**config.mk**
```make
export PLATFORM = sky130hd
export DESIGN_NAME = div_iter
export DESIGN_NICKNAME = d
export VERILOG_FILES = /design/src/rtl/div_pkg.sv /design/src/rtl/div_step.sv /design/src/rtl/div_iter.sv
export SDC_FILE = /design/constraint.sdc
export NUM_CORES = 1
export LEC_CHECK = 0
export CORE_ASPECT_RATIO = 0.7
export CORE_MARGIN = 2
export CORE_UTILIZATION = 31
export DETAILED_ROUTE_END_ITERATION = 12
export PLACE_DENSITY = 0.59
export RECOVER_POWER = 50
export SLEW_MARGIN = 15
export SYNTH_ARGS = -nofsm -noshare
export SYNTH_HDL_FRONTEND = slang
export SYNTH_SLANG_ARGS = --single-unit
```
**constraint.sdc**
```tcl
create_clock -name clk -period 6.74 [get_ports clk]
set_clock_uncertainty 0.15 [all_clocks]
set_input_delay 0.674 -clock clk [delete_from_list [all_inputs] [get_ports clk]]
set_output_delay 0.674 -clock clk [all_outputs]
set_load 0.03 [all_outputs]
```
**src/rtl/div_pkg.sv**
```systemverilog
// Shared definitions for the iterative restoring divider: FSM states and default width.
package div_pkg;

    typedef enum logic [2:0] {
        IDLE,
        PREP,
        CALC,
        FIXUP,
        DONE
    } state_t;

    localparam int DIV_WIDTH = 32;

endpackage

```
**src/rtl/div_step.sv**
```systemverilog
// One radix-2 restoring division step: shift in a dividend bit, trial-subtract, restore on borrow.
module div_step #(
    parameter int WIDTH = 32
) (
    input  logic [WIDTH-1:0] rem_i,
    input  logic             bit_i,
    input  logic [WIDTH-1:0] dmag_i,
    output logic [WIDTH-1:0] rem_o,
    output logic             qbit_o
);

    logic [WIDTH:0] shifted;
    logic [WIDTH:0] trial;

    // The partial remainder is always below the divisor, so the stored value never needs
    // its top bit; the WIDTH+1-bit subtract still catches the shifted-in overflow case.
    assign shifted = {rem_i, bit_i};
    assign trial   = shifted - {1'b0, dmag_i};
    assign qbit_o  = ~trial[WIDTH];
    assign rem_o   = qbit_o ? trial[WIDTH-1:0] : shifted[WIDTH-1:0];

endmodule

```
**src/rtl/div_iter.sv**
```systemverilog
// Sequential signed/unsigned restoring divider, fixed WIDTH+2 cycle latency, one op in flight.
module div_iter
    import div_pkg::*;
#(
    parameter int WIDTH = DIV_WIDTH
) (
    input  logic             clk,
    input  logic             resetn,
    input  logic             in_valid,
    output logic             in_ready,
    input  logic             is_signed,
    input  logic [WIDTH-1:0] dividend,
    input  logic [WIDTH-1:0] divisor,
    output logic             out_valid,
    input  logic             out_ready,
    output logic [WIDTH-1:0] quotient,
    output logic [WIDTH-1:0] remainder,
    output logic             div_by_zero
);

    localparam int CW = $clog2(WIDTH);
    localparam logic [CW-1:0] CNT_LAST = CW'(WIDTH - 1);

    state_t           state_q;
    logic [WIDTH-1:0] dividend_q;
    logic [WIDTH-1:0] divisor_q;
    logic             signed_q;
    logic [WIDTH-1:0] shift_q;
    logic [WIDTH-1:0] rem_q;
    logic [WIDTH-1:0] dmag_q;
    logic             q_neg_q;
    logic             r_neg_q;
    logic             dz_q;
    logic [CW-1:0]    cnt_q;
    logic [WIDTH-1:0] quotient_q;
    logic [WIDTH-1:0] remainder_q;
    logic             dbz_q;

    logic [WIDTH-1:0] rem_d;
    logic             qbit_d;
    logic             a_neg;
    logic             b_neg;
    logic [WIDTH-1:0] a_mag;
    logic [WIDTH-1:0] b_mag;
    logic [WIDTH-1:0] q_fix;
    logic [WIDTH-1:0] r_fix;

    div_step #(.WIDTH(WIDTH)) u_step (
        .rem_i  (rem_q),
        .bit_i  (shift_q[WIDTH-1]),
        .dmag_i (dmag_q),
        .rem_o  (rem_d),
        .qbit_o (qbit_d)
    );

    assign a_neg = signed_q & dividend_q[WIDTH-1];
    assign b_neg = signed_q & divisor_q[WIDTH-1];
    assign a_mag = a_neg ? -dividend_q : dividend_q;
    assign b_mag = b_neg ? -divisor_q : divisor_q;
    // After the last step the shift register holds the quotient magnitude.
    assign q_fix = q_neg_q ? -shift_q : shift_q;
    assign r_fix = r_neg_q ? -rem_q : rem_q;

    assign in_ready    = (state_q == IDLE);
    assign out_valid   = (state_q == DONE);
    assign quotient    = quotient_q;
    assign remainder   = remainder_q;
    assign div_by_zero = dbz_q;

    always_ff @(posedge clk) begin
        if (!resetn) begin
            state_q     <= IDLE;
            dividend_q  <= '0;
            divisor_q   <= '0;
            signed_q    <= 1'b0;
            shift_q     <= '0;
            rem_q       <= '0;
            dmag_q      <= '0;
            q_neg_q     <= 1'b0;
            r_neg_q     <= 1'b0;
            dz_q        <= 1'b0;
            cnt_q       <= '0;
            quotient_q  <= '0;
            remainder_q <= '0;
            dbz_q       <= 1'b0;
        end else begin
            case (state_q)
                IDLE: begin
                    if (in_valid) begin
                        dividend_q <= dividend;
                        divisor_q  <= divisor;
                        signed_q   <= is_signed;
                        state_q    <= PREP;
                    end
                end
                PREP: begin
                    shift_q <= a_mag;
                    dmag_q  <= b_mag;
                    rem_q   <= '0;
                    q_neg_q <= a_neg ^ b_neg;
                    r_neg_q <= a_neg;
                    dz_q    <= (divisor_q == '0);
                    cnt_q   <= '0;
                    state_q <= CALC;
                end
                CALC: begin
                    rem_q   <= rem_d;
                    shift_q <= {shift_q[WIDTH-2:0], qbit_d};
                    cnt_q   <= cnt_q + CW'(1);
                    if (cnt_q == CNT_LAST) begin
                        state_q <= FIXUP;
                    end
                end
                FIXUP: begin
                    if (dz_q) begin
                        quotient_q  <= '1;
                        remainder_q <= dividend_q;
                        dbz_q       <= 1'b1;
                    end else begin
                        quotient_q  <= q_fix;
                        remainder_q <= r_fix;
                        dbz_q       <= 1'b0;
                    end
                    state_q <= DONE;
                end
                DONE: begin
                    if (out_ready) begin
                        state_q <= IDLE;
                    end
                end
                default: state_q <= IDLE;
            endcase
        end
    end

endmodule

```
# Word-level counts from Yosys, hierarchy flattened
# Index checks and enable logic that the tools add are counted.
# op_classes
mul	0
eq_ne	8
div	0
mux	15
n_shift	0
n_bitwise	4
n_reduce_logical	5
order_cmp	0
n_addsub	6
# ops
cell	n
32-bit two-way mux	7
32-bit negator	4
32-bit one-hot mux with 2 select lines	2
33-bit by 32-bit subtractor with 33-bit output	1
32-bit logical NOT	1
3-bit one-hot mux with 5 select lines	1
5-bit one-hot mux with 2 select lines	1
3-bit two-way mux	3
3-bit by 2-bit equality test with 1-bit output (second input constant)	2
5-bit by 1-bit adder with 5-bit output (second input constant)	1
5-bit equality test (second input constant)	1
2-bit inequality test (second input constant)	2
3-bit by 1-bit equality test with 1-bit output (second input constant)	1
3-bit equality test (second input constant)	1
3-bit logical NOT	1
3-bit AND reduction	1
1-bit bitwise AND	2
2-bit by 1-bit inequality test with 1-bit output (second input constant)	1
2-bit AND reduction	1
2-bit nonzero test	1
1-bit two-way mux	1
1-bit inverter	1
1-bit XOR	1
# word_totals
latch_bits	0
rom_bits	0
ramBits	0
memories	0
elab_cells	52
out_inout_bits	67
input_bits	69
register_bits	237

# Longest topological paths before layout
# Gate-level depths: netlist (run 1).
# depth
ltp_word	3
mapped_depth	13
ltp_nobuf	12

# Cells and area by module
# Synthesis (run 1) repeated with hierarchy kept, for this count alone.
# unflattened
cells_unflattened	1755
hier_area_um2	14003.4
# modules_own_cells
mod	seq_area_each_um2	cells_each	area_each_um2	n_inst
div_iter	4744.6	1450	11644.9	1
div_step	0.0	305	2358.5	1

# Worst setup path after synthesis (run 1)
# OpenSTA, ideal clock, no wires.
# synth_timing
path_kind	register to register
start	reg shift_q[31]
end	reg rem_q[12]
t_arrival_ns	2.888
path_buffers	1
path_slack_ns	3.572
path_stages_with_launch	14
cell_sequence	dfxtp_1 > inv_1 > ha_1 > fa_1 > nand2b_1 > a21oi_1 > o21ai_2 > a31oi_2 > o41a_1 > a41o_2 > xor2_4 > buf_4 > mux2i_1 > a21oi_1
# synth_between
elab_chain_cells	3
# synth_rtl
element	line_no	text
start, declared	div_iter.sv:28	logic [WIDTH-1:0] shift_q;
start signal, assigned	div_iter.sv:97	shift_q <= a_mag;
start signal, assigned	div_iter.sv:108	shift_q <= {shift_q[WIDTH-2:0], qbit_d};
33-bit by 32-bit subtractor with 33-bit output	div_step.sv:18	assign trial = shifted - {1'b0, dmag_i};
32-bit two-way mux	div_step.sv:20	assign rem_o = qbit_o ? trial[WIDTH-1:0] : shifted[WIDTH-1:0];
32-bit one-hot mux with 2 select lines	div_iter.sv:87	case (state_q)
end signal, assigned	div_iter.sv:107	rem_q <= rem_d;
end, declared	div_iter.sv:29	logic [WIDTH-1:0] rem_q;
# Every way passes these cells.
# A chain may end at the register's enable or synchronous reset.

==> summary by stage, run 1 <==
Yosys
The leading area contributor after synthesis is dfxtp_1. In this run, synthesis produced a sequential element count of about 240. Counting every net in the synthesized netlist gives 1819. The total number of yosys warnings is 0.

The dominant combinational cell family by area after synthesis is compound AO/OA/AOI/OAI gates. The leading cell type by number of instances after synthesis is nand2_1. In the post-synthesis netlist, the biggest area contributors are dfxtp_1 35%, nand2_1 9.3%, a21boi_0 5.3%. The synthesized netlist occupies a cell area of between 0.01 and 0.015 sq mm. In this run, distinct cell masters in the synthesized netlist total a little under 80. After synthesis, flip-flops and latches occupy between 30% and 40% of the total area. The simple-gate share of the synthesized area is about a fifth. The synthesized netlist devotes between 20% and 30% of its cell area to compound gates. The count of flip-flops with a built-in enable after synthesis is 0. After synthesis, the share of flip-flops with an asynchronous set or reset is 0%. The multiplexer fraction of the synthesized cell area is between 2 and 2.5%. The area share of fa/ha/maj cells after synthesis is roughly 3.6%. The xor and xnor area share after synthesis is approximately a tenth. The cell count after synthesis is around 1.7k.

Each instance of the synthesized netlist takes up on average ~8.0 sq um. Among all flip-flop cells after synthesis, the most frequent one is dfxtp_1. Counting instances in the post-synthesis netlist gives the leading cell types as 338 x nand2_1, 237 x dfxtp_1, 117 x o21ai_0, 96 x a21boi_0, 96 x clkbuf_1. The proportion of netlist area held by the largest area contributor is about a third.

Floorplan
The die extent in y is ~180 um. In this run the core area contains 64 standard-cell rows. The die covers 0.0457 sq mm. The floorplan step defined a core boundary enclosing 0.0436 sq mm. The count of boundary I/O pins is 136. For this configuration, the core starts out at a cell density of around 31%. The die boundary width is 255 um.

Placement
In this run the cell area measured after placement is approximately 0.015 sq mm. The number of port buffers is about 140. At the end of routability-driven placement, the weighted congestion stood at roughly 0.91.

The placed wire-length estimate after detailed placement is around 32 mm.

Power
Net switching is between 30% and 40% of the power. Combinational cells account for between 20 and 30% of the total power. The net switching power is ~0.0014 W.

In this run the power density over the cells is approximately 260 mW/mm^2. Across the VDD grid, the largest voltage drop is roughly 0.14 mV. In this run the static leakage power is 6.54 nW. Internal power comes to around 0.0029 W. The portion of total power attributed to sequential cells is between 30% and 40%. The fraction of power consumed by the clock network is 34.7%.

Timing
For this run, the top clock speed supported by timing is about 0.2 GHz. The final-layout worst hold slack is 0.312 ns. Adding up every negative setup slack in the final design gives 0 ns. Setup repair after global routing left no endpoint under its margin. The final count of negative-setup-slack endpoints is 0. The slew at the pin closest to its max-slew limit is 3.69 ns. The final count of pins violating max slew was 94. Dividing the final minimum period by the clock period gives around three quarters. The clock period minus worst slack is 4.92 ns. Measured against its own limit, the worst slew margin works out to -146%.

The count of endpoints failing hold in the final timing report is 0.

Route
The number of design-rule violations left by the first detailed-router iteration is between 1k and 1.5k. The count of antenna-violating nets left after detailed routing is 0. The first TritonRoute pass finished after 6 iterations. Dividing the detail-routed wire length by the instance count gives 17.9 um. The final layout contains routed wiring with a total length of between 40 and 50 mm. After detailed routing, the number of remaining DRC violations is 0. The average via count per standard cell is between 5 and 6.

The total number of vias is around 12k.

Clock tree
The number of post-CTS setup repair buffers is 0. The maximum buffer depth of the clock tree is 3. The root buffer cell is clkbuf_16.

The clock transition at the register clock pins on the worst setup and hold paths after CTS is 0.06 ns. The clock tree from TritonCTS is yes. The count of clock tree sinks is between 200 and 250. TritonCTS created 26 clock buffers. The H-tree level count is 1. Clock latency on the worst-skew pair, taken at its later pin, is ~0.56 ns. The number of gates resized after CTS was 0. In this run, post-CTS hold repair placed 0 buffers.

Layout
Cells with a size suffix above 1 make up between 5 and 6% of the layout. The area overhead of the layout relative to synthesis is 19.3%. The number of antenna cells inserted is 0. The final design instance area without fill is around 0.016 sq mm. The core occupancy in the finished layout is between 30% and 40%. The net count of the finished layout is about 1.9k.

Setup path
The startpoint of the worst register-to-register path is shift_q[31]. The nature of the critical path startpoint is a primary input. The largest fanout on the critical path is a little over 90. The data arrival time at the worst-slack endpoint is roughly 5.2 ns. The worst reg-to-reg setup slack is 2.73 ns.

The critical path required time is between 7 and 8 ns. The kind of end point of the critical path is a flop. The depth of the most critical reg-to-reg path is 13. The destination of the worst register-to-register timing path is rem_q[11]. By startpoint and endpoint, the worst setup path is classified as primary input to flop.

Hold path
The type of the most critical hold path is flop to flop. The startpoint identified for the worst hold timing path is remainder[12]. Along the worst hold path, the cell count comes to 2. The sink of the worst hold path is remainder[12].

Outcome
The run finished, with violations left. The final reports fail on max-capacitance violations, max-slew violations.

Global route
The number of antenna violations at the first check in global routing was 0. Global routing used 18.4% of the available tracks. The number of global-route vias before repair came to approximately 11k.

Global routing finished with a remaining overflow of 0. The first global-routing pass estimated roughly 67 mm of wire. The largest net degree at the start of global routing is 123.

Job
The number of maximum-capacitance violations is 1.
## area by class of cell
type / count / area (sq um)
Sequential cell: 237 / 4750
Tap cell: 594 / 743
Inverter: 51 / 191
Fill cell: 4466 / 27300
Multi-Input combinational cell: 1310 / 8260
Clock buffer: 34 / 721
Timing Repair Buffer: 147 / 1440
Clock inverter: 14 / 170
## how the worst max path moves through the flow
stage,startpoint,endpoint,cells after the start
after floorplan,shift_q[31],rem_q[12],13
after global placement,shift_q[31],rem_q[2],13
after detailed placement,shift_q[31],rem_q[11],13
after CTS,shift_q[31],rem_q[11],13
after global routing,resetn,rem_q[16],3
final,resetn,rem_q[19],3
## power groups by stage
stage / Clock [W] / Sequential (W) / Combinational [W]
floorplan: 0 / 0.00158 / 0.000918
global placement: 0 / 0.00160 / 0.00120
detailed placement: 0 / 0.00161 / 0.00121
CTS: 0.00153 / 0.00158 / 0.00121
global route: 0.00158 / 0.00159 / 0.00134
finish: 0.00149 / 0.00158 / 0.00123
## registers in the layout, indices dropped and copies added (netlist names)
name	count
quotient	32
dmag_q	32
rem_q	32
state_q	3
div_by_zero	1
q_neg_q	1
dividend_q	32
signed_q	1
remainder	32
dz_q	1
cnt_q	5
divisor_q	32
shift_q	32
r_neg_q	1
## layer usage
| layer | vias up | wire length (um) | global-route usage [%] |
|---|---|---|---|
| li1 | 6091 | - | - |
| met2 | 445 | 16500 | 24.5 |
| met5 | - | 0 | 0 |
| met3 | 52 | 3840 | 4.08 |
| met1 | 5850 | 21700 | 29.5 |
| met4 | 0 | 726 | 3.18 |
## worst max-delay path, stage by stage
cell and delay, ns:
clkbuf_1 2.55, nand2_1 1.54, o21ai_1 0.41
## through the flow
stage          std cells  setup slack [ns]  power (W)
2_1_floorplan       1711              3.57    0.00249
3_3_place_gp        2339              2.84    0.00280
3_5_place_dp        2339              2.76    0.00281
4_1_cts             2387              2.72    0.00432
5_1_grt             2387              1.39    0.00451
6_report            2387              1.82    0.00430
## cell usage in the layout (no fill, tap or decap), types with 8 or more instances in the layout
master             n
nand3_1           23
dfxtp_1          236
xor2_1            75
dlygate4sd3_1     61
a22oi_1           33
xnor2_1           69
o21ai_0          117
buf_4             12
o221a_2            9
o21a_1            11
o211ai_1           8
nor3b_1            8
ha_1              38
o31ai_1           27
nor4_1            13
o41ai_1           11
nor3_1            25
and3_1             8
o21ai_1           33
nor2b_1           19
and2_1            37
nand2b_1          11
nor2_1            53
nand2_1          337
a21boi_0          96
or4_1              9
o211a_1           24
mux2i_1           29
clkdlybuf4s50_1   73
clkbuf_16         26
a21o_1            14
inv_1             51
a21oi_1           82
## logic make-up after synthesis
group,Yosys count
mux,29
buf+inv,164
xor+xnor,145
compound gates,518
flops,237
simple gates,579
fa+ha+maj,39
(Power assumes the default switching activity.)
==> inputs of run 2 (changes only) <==
- clock period: 6.74 -> 4.76 ns (I/O delays scaled with it)
==> summary by stage, run 2 (synthesized netlist as in run 1, its figures left out) <==
Timing
The clock period minus worst slack is roughly 4 ns. For the pin with the worst max-slew slack, the measured transition is approximately 3.2 ns. The tightest hold path in the finished design has a slack of approximately 0.30 ns. The worst path uses a little over four fifths of the clock period. The setup TNS after final layout is 0 ns. Setup repair after global routing left no endpoint under its margin.

The count of endpoints failing hold in the final timing report is 0. Setup violations remaining at the end of the flow were counted as 0. The max-slew headroom at the worst pin is -111%. The final count of pins violating max slew is 157.

The maximum clock frequency is about 0.25 GHz.

Global route
The wire length of the first global-routing pass is approximately 67 mm. The number of antenna violations at the first check in global routing is 1. The number of global-route vias before repair was between 10k and 15k. The global-route usage over all layers is between 10% and 20%. The largest net degree at the start of global routing is 94. The aggregate global routing overflow is 0.

Layout
The number of antenna diodes in the final layout is 0. The commonest non-fill, non-tap cell in the layout is nand2_1. Of the cells placed in the final design, the portion with a size suffix greater than 1 is approximately 4.5%.

The library cells used most frequently in the layout, excluding fill and tap cells, are 337 x nand2_1, 236 x dfxtp_1, 117 x o21ai_0, 96 x a21boi_0, 82 x a21oi_1. The number of nets in the finished design is roughly 1.9k. The area growth from synthesis to layout is 18.7%.

Counting the fill cells in the layout gives 4505. The multi-input combinational cells in the finished layout cover a total of ~0.0083 sq mm. The area taken by flip-flops and latches is approximately 0.0047 sq mm.

Floorplan
The floorplan step set the die width to 255 um. In this run the core area contains 64 standard-cell rows. The count of boundary I/O pins is ~140. The total area inside the core boundary comes to about 0.044 sq mm. The effective utilization at floorplan is 31.3%.

The die extent in y is between 150 and 200 um. The die covers ~0.046 sq mm.

Clock tree
The clock tree from TritonCTS is yes. The source-to-sink clock delay at the later pin of the worst-skew pair is 0.57 ns. The maximum buffer depth of the clock tree is 3.

Post-CTS timing repair inserted 0 buffers for setup. CTS built an H-tree with a depth of 1. The hold-fix buffer count after cts is 0. The count of clock tree sinks is around 240. Buffers inserted during clock tree synthesis total 24.

Clock tree synthesis selected as its root buffer the cell clkbuf_16. After clock tree synthesis, the repair step resized 0 gates. After clock tree synthesis, the clock-pin slew on the worst setup and hold paths is 0.06 ns.

Setup path
The kind of end point of the critical path is a flop. The category of the critical setup timing path is flop to flop. The largest fanout on the critical path is 62. The nature of the critical path startpoint is a flop.

The critical path required time is around 5.1 ns. STA puts the critical path data arrival time at 4.28 ns.

Route
The detailed router finished its first iteration with approximately 1.0k violations. The number of detailed-routing iterations run before antenna repair is 6. The routed design uses between 15 and 20 mm of met2 wire. The length of routed met3 wiring is about 3.6 mm. The wire length per cell after detailed routing is around 18 um. The top layer used by detailed routing is met4. Summing over every cut layer, the via total after detailed routing is 12.4k. In the routed layout, each cell is associated on average with a via count of between 5 and 6.

The count of nets left with antenna violations once routing finished came out at 0. After detailed routing, the wire length on met1 is 21.8 mm. The number of design rule violations left after detail routing is 0. For this block, the routed nets add up to between 40 and 50 mm of wire.

Power
The leakage power of the design is approximately 6.5 nW. Across the VDD grid, the largest voltage drop is 0.304 mV. The total power is roughly 0.006 W. The cell area power density is about 370 mW/mm^2.

Placement
The global placer's final weighted congestion is ~0.9. After legalization and detailed placement, the total HPWL measured roughly 32 mm. During placement, the flow inserted port buffers numbering 135.

Outcome
The flow ran to the end, but the final reports show violations. The final reports fail on max-capacitance violations, max-slew violations.

Job
The number of maximum-capacitance violations is 2.

Hold path
In this run the worst hold path is classified as flop to flop.
## run 2: cell types whose count changed in the layout (fill, tap and decap cells not counted), sizes merged
cell           change
clkbuf             +4
clkdlybuf4s50      -4
dlygate4sd3        +4
clkinv             -7
bufinv             -1
## run 2: path summary, 6_finish.rpt
| path | slack (ns) | cells after the start | to | start |
|---|---|---|---|---|
| min reg2reg | 0.30 | 2 | remainder[12] | remainder[12] |
| max reg2reg | 0.77 | 4 | dmag_q[26] | state_q[1] |
| max | 0.77 | 4 | dmag_q[26] | state_q[1] |
| min | 0.30 | 2 | remainder[12] | remainder[12] |
## run 2: cell type report
cell class | count | area share, %
sequential | 237 | 29.3
clock buffer | 36 | 4.30
multi-input combinational | 1310 | 51.0
tap | 594 | 4.59
inverter | 51 | 1.18
clock inverter | 6 | 0.665
timing repair buffer | 149 | 8.92
## run 2: metal layers
metal  GRT usage [%]  vias up
li1                -     6088
met1            29.0     5926
met4            3.20        0
met5               0        -
met2            25.2      379
met3            4.50       51
## run 2: worst max-delay path: stages, from the launching register on
cell,delay (ns)
dfxtp_1,0.51
or3b_1,0.96
clkbuf_1,1.83
nand2_1,0.15
o211a_1,0.22
## run 2: per-stage QoR
stage,utilization [%],cells,area [sq um],setup slack [ns]
after global routing,37.2,2383,16200,0.367
after global placement,35.4,2341,15400,1.09
after CTS,37.2,2383,16200,0.941
final,37.2,2383,16200,0.766
after detailed placement,35.4,2341,15400,0.978
after floorplan,-,1711,13600,1.59
## run 2: where the power goes
group	leakage, nW	switching [W]	internal [W]
clock network	0.388	0.000857	0.00112
registers	1.93	0.000145	0.00209
logic	4.20	0.00102	0.000720
total	6.51	0.00202	0.00393
==> inputs of run 3 (changes only) <==
- PLACE_DENSITY: 0.59 -> 0.6
- clock period: 4.76 -> 3.51 ns (I/O delays scaled with it)
==> summary by stage, run 3 (synthesized netlist as in run 1, its figures left out) <==
Outcome
The flow ran to the end, but the final reports show violations. The checks that failed: max-capacitance violations, max-slew violations.

Placement
In this run, placement finished with an instance count of between 2k and 2.5k. The placed wire-length estimate after detailed placement is between 30 and 40 mm. The number of port buffers is 135. Routability-driven placement finished with a final weighted congestion of 0.917.

The worst setup timing slack at the placement stage is roughly 0.063 ns.

Timing
The count of endpoints failing hold in the final timing report is 0. Setup violations remaining at the end of the flow were counted as 0. Setup total negative slack on the finished layout was measured at 0 ns. At the pin with the least slew margin, the transition time is approximately 1.9 ns. The final cycle utilization of the critical path is 96.7%.

The final count of pins violating max slew is roughly 100. Setup repair after global routing left no endpoint under its margin. The final-layout worst hold slack is approximately 0.09 ns. The worst pin sits at a relative slew slack of -24.0%.

The worst path needs 3.39 ns of the cycle, external delays included. After layout, the worst setup slack is 0.116 ns. For this run, the top clock speed supported by timing is between 0.2 and 0.3 GHz.

Power
Power comes to between 0.008 and 0.009 W. The portion of total power attributed to sequential cells is 37.0%. The cell area power density is approximately 500 mW/mm^2. The fraction of power consumed by the clock network is 30.6%.

Cell internal power was estimated by the tool at around 0.0054 W. The combinational share of power is around a third. In this run the static leakage power is 6.60 nW. Net switching is approximately 34% of the power. Across the VDD grid, the largest voltage drop is just under 0.4 mV. The net switching power is 0.00281 W.

Floorplan
The die outline area is approximately 0.046 sq mm. From bottom edge to top edge, the die measures ~180 um. 136 I/O pins were placed. The total number of placement rows is between 60 and 70. The die is 255 um wide. The floorplan step defined a core boundary enclosing approximately 0.044 sq mm. The effective utilization at floorplan is between 30% and 40%.

Setup path
The worst register-to-register path has a setup slack of approximately 0.12 ns. The highest cell delay on the worst timing path is a little under 0.5 ns. The kind of end point of the critical path is a flop. The endpoint identified for the worst register-to-register timing path is rem_q[0]. The nature of the critical path startpoint is a flop. Data on the critical path is required at its endpoint by 3.79 ns. The data arrival time at the worst-slack endpoint is between 3 and 4 ns. Among all stages on the critical path, the largest delay is contributed by o41a_1. The critical path in this run is classified as flop to flop. The number of buffers and inverters on the critical path is 3. The number of cells on the worst reg-to-reg path is 13. The path length in cells of the critical path is 13. The cell family contributing the most delay on the critical path is compound AO/OA/AOI/OAI gates. In this run the worst path has a maximum fanout of 8. The worst register-to-register path begins at dmag_q[5]. The beginning of the critical path is dmag_q[5]. Walking the worst path, the cells encountered are inv_1, ha_1, a21o_1, a211o_1, o21ai_2, a31oi_4, o41a_1, a41o_4, xor2_4, buf_12, clkbuf_16, mux2i_1, a22o_1.

The critical path ends at rem_q[0].

Route
The pre-antenna-repair detailed-routing pass consisted of 6 iterations. The detailed router finished its first iteration with approximately 1.1k violations. The average via count per standard cell is roughly 5.2.

In the final routed layout, each cell accounts on average for around 18 um. The total number of vias is about 13k. The total wire length after detailed routing is approximately 44 mm. For this run, design rule violations remaining after detail routing come to 0. The count of antenna-violating nets left after detailed routing is 0.

Global route
The global-route usage over all layers is 18.6%. After global routing the overflow that remains totals 0. The number of global-route vias before repair came to approximately 12k. The wire length of the first global-routing pass is ~68 mm.

The number of antenna violations at the first check in global routing is 0. Entering global routing, the biggest net connects roughly 140 pins.

Clock tree
In this run the number of H-tree levels came out at 1. The number of buffers added by the clock tree synthesis step is 25. After clock tree synthesis, the clock-pin slew on the worst setup and hold paths is 0.06 ns. The root buffer cell is clkbuf_16. The clock passes through at most 3 buffers. The clock net in this run drives a total of approximately 240 sinks. TritonCTS built the clock tree. The source-to-sink clock delay at the later pin of the worst-skew pair is between 0.5 and 0.6 ns.

Layout
The area overhead of the layout relative to synthesis is 20.2%. The commonest non-fill, non-tap cell in the layout is nand2_1. The library cells used most frequently in the layout, excluding fill and tap cells, are 337 x nand2_1, 235 x dfxtp_1, 116 x o21ai_0, 96 x a21boi_0, 81 x a21oi_1. The ratio of cells with drive above 1 in the final layout is 5.43%. The number of antenna cells inserted is 0. After the flow finishes, the layout carries non-filler instances totaling around 2.4k. The number of nets in the finished design is approximately 1.9k.

Hold path
The start point of the worst hold path is resetn. The min-delay analysis places its worst path in the category primary input to flop.

Job
Across the run, the number of max-cap violations was 3.
## run 3: cell count changes in the layout (fill, tap and decap cells not counted), moves of 3 or more
cell	previous run	this run
clkinv_2	2	5
clkbuf_16	24	27
buf_4	12	20
and2_1	38	35
buf_12	0	5
and2_0	2	6
## run 3: worst min path at each step
stage                               to  cells past startpoint
after floorplan             dmag_q[31]                      2
after global placement      dmag_q[31]                      2
after detailed placement    dmag_q[31]                      2
after CTS                 remainder[0]                      2
after global routing      remainder[0]                      2
final                     remainder[0]                      2
## run 3: power by group through the flow
stage	clock network [W]	logic (W)	registers (W)
4_1_cts	0.00257	0.00242	0.00302
5_1_grt	0.00265	0.00288	0.00304
3_3_place_gp	0	0.00237	0.00307
2_1_floorplan	0	0.00176	0.00303
3_5_place_dp	0	0.00241	0.00308
6_report	0.00250	0.00265	0.00302
## run 3: final cells by class
class	instances	area, sq um
clock inverters	8	48.8
fillers	4524	27200
well taps	594	743
clock buffers	33	696
inverters	51	191
flip-flops and latches	237	4750
multi-input cells	1310	8290
repair buffers	167	1670
## run 3: repair_timing
| action | CTS | global route |
|---|---|---|
| hold buffers | 0 | 0 |
| buffers inserted | 0 | 2 |
| setup endpoints to repair | 0 | 33 |
| gates resized for setup | 0 | 6 |
## run 3: worst reg2reg max path: stages (launching register included)
cell and delay [ns]:
dfxtp_1 0.31, inv_1 0.05, ha_1 0.33, a21o_1 0.23, a211o_1 0.29, o21ai_2 0.23
a31oi_4 0.15, o41a_1 0.49, a41o_4 0.26, xor2_4 0.16, buf_12 0.15, clkbuf_16 0.17
mux2i_1 0.14, a22o_1 0.19
## run 3: through the flow
| stage | util [%] | cell area, sq um |
|---|---|---|
| after floorplan | - | 13600 |
| after global placement | 35.7 | 15500 |
| after detailed placement | 35.7 | 15500 |
| after CTS | 37.4 | 16300 |
| after global routing | 37.6 | 16400 |
| final | 37.6 | 16400 |
## run 3: per-layer routing
layer | share of wire (%) | vias to the layer above | GRT usage, %
li1 | - | 6127 | -
met1 | 51 | 5984 | 28.7
met2 | 38 | 404 | 24.6
met3 | 9.0 | 59 | 5.56
met4 | 2.5 | 0 | 4.89
met5 | 0 | - | 0
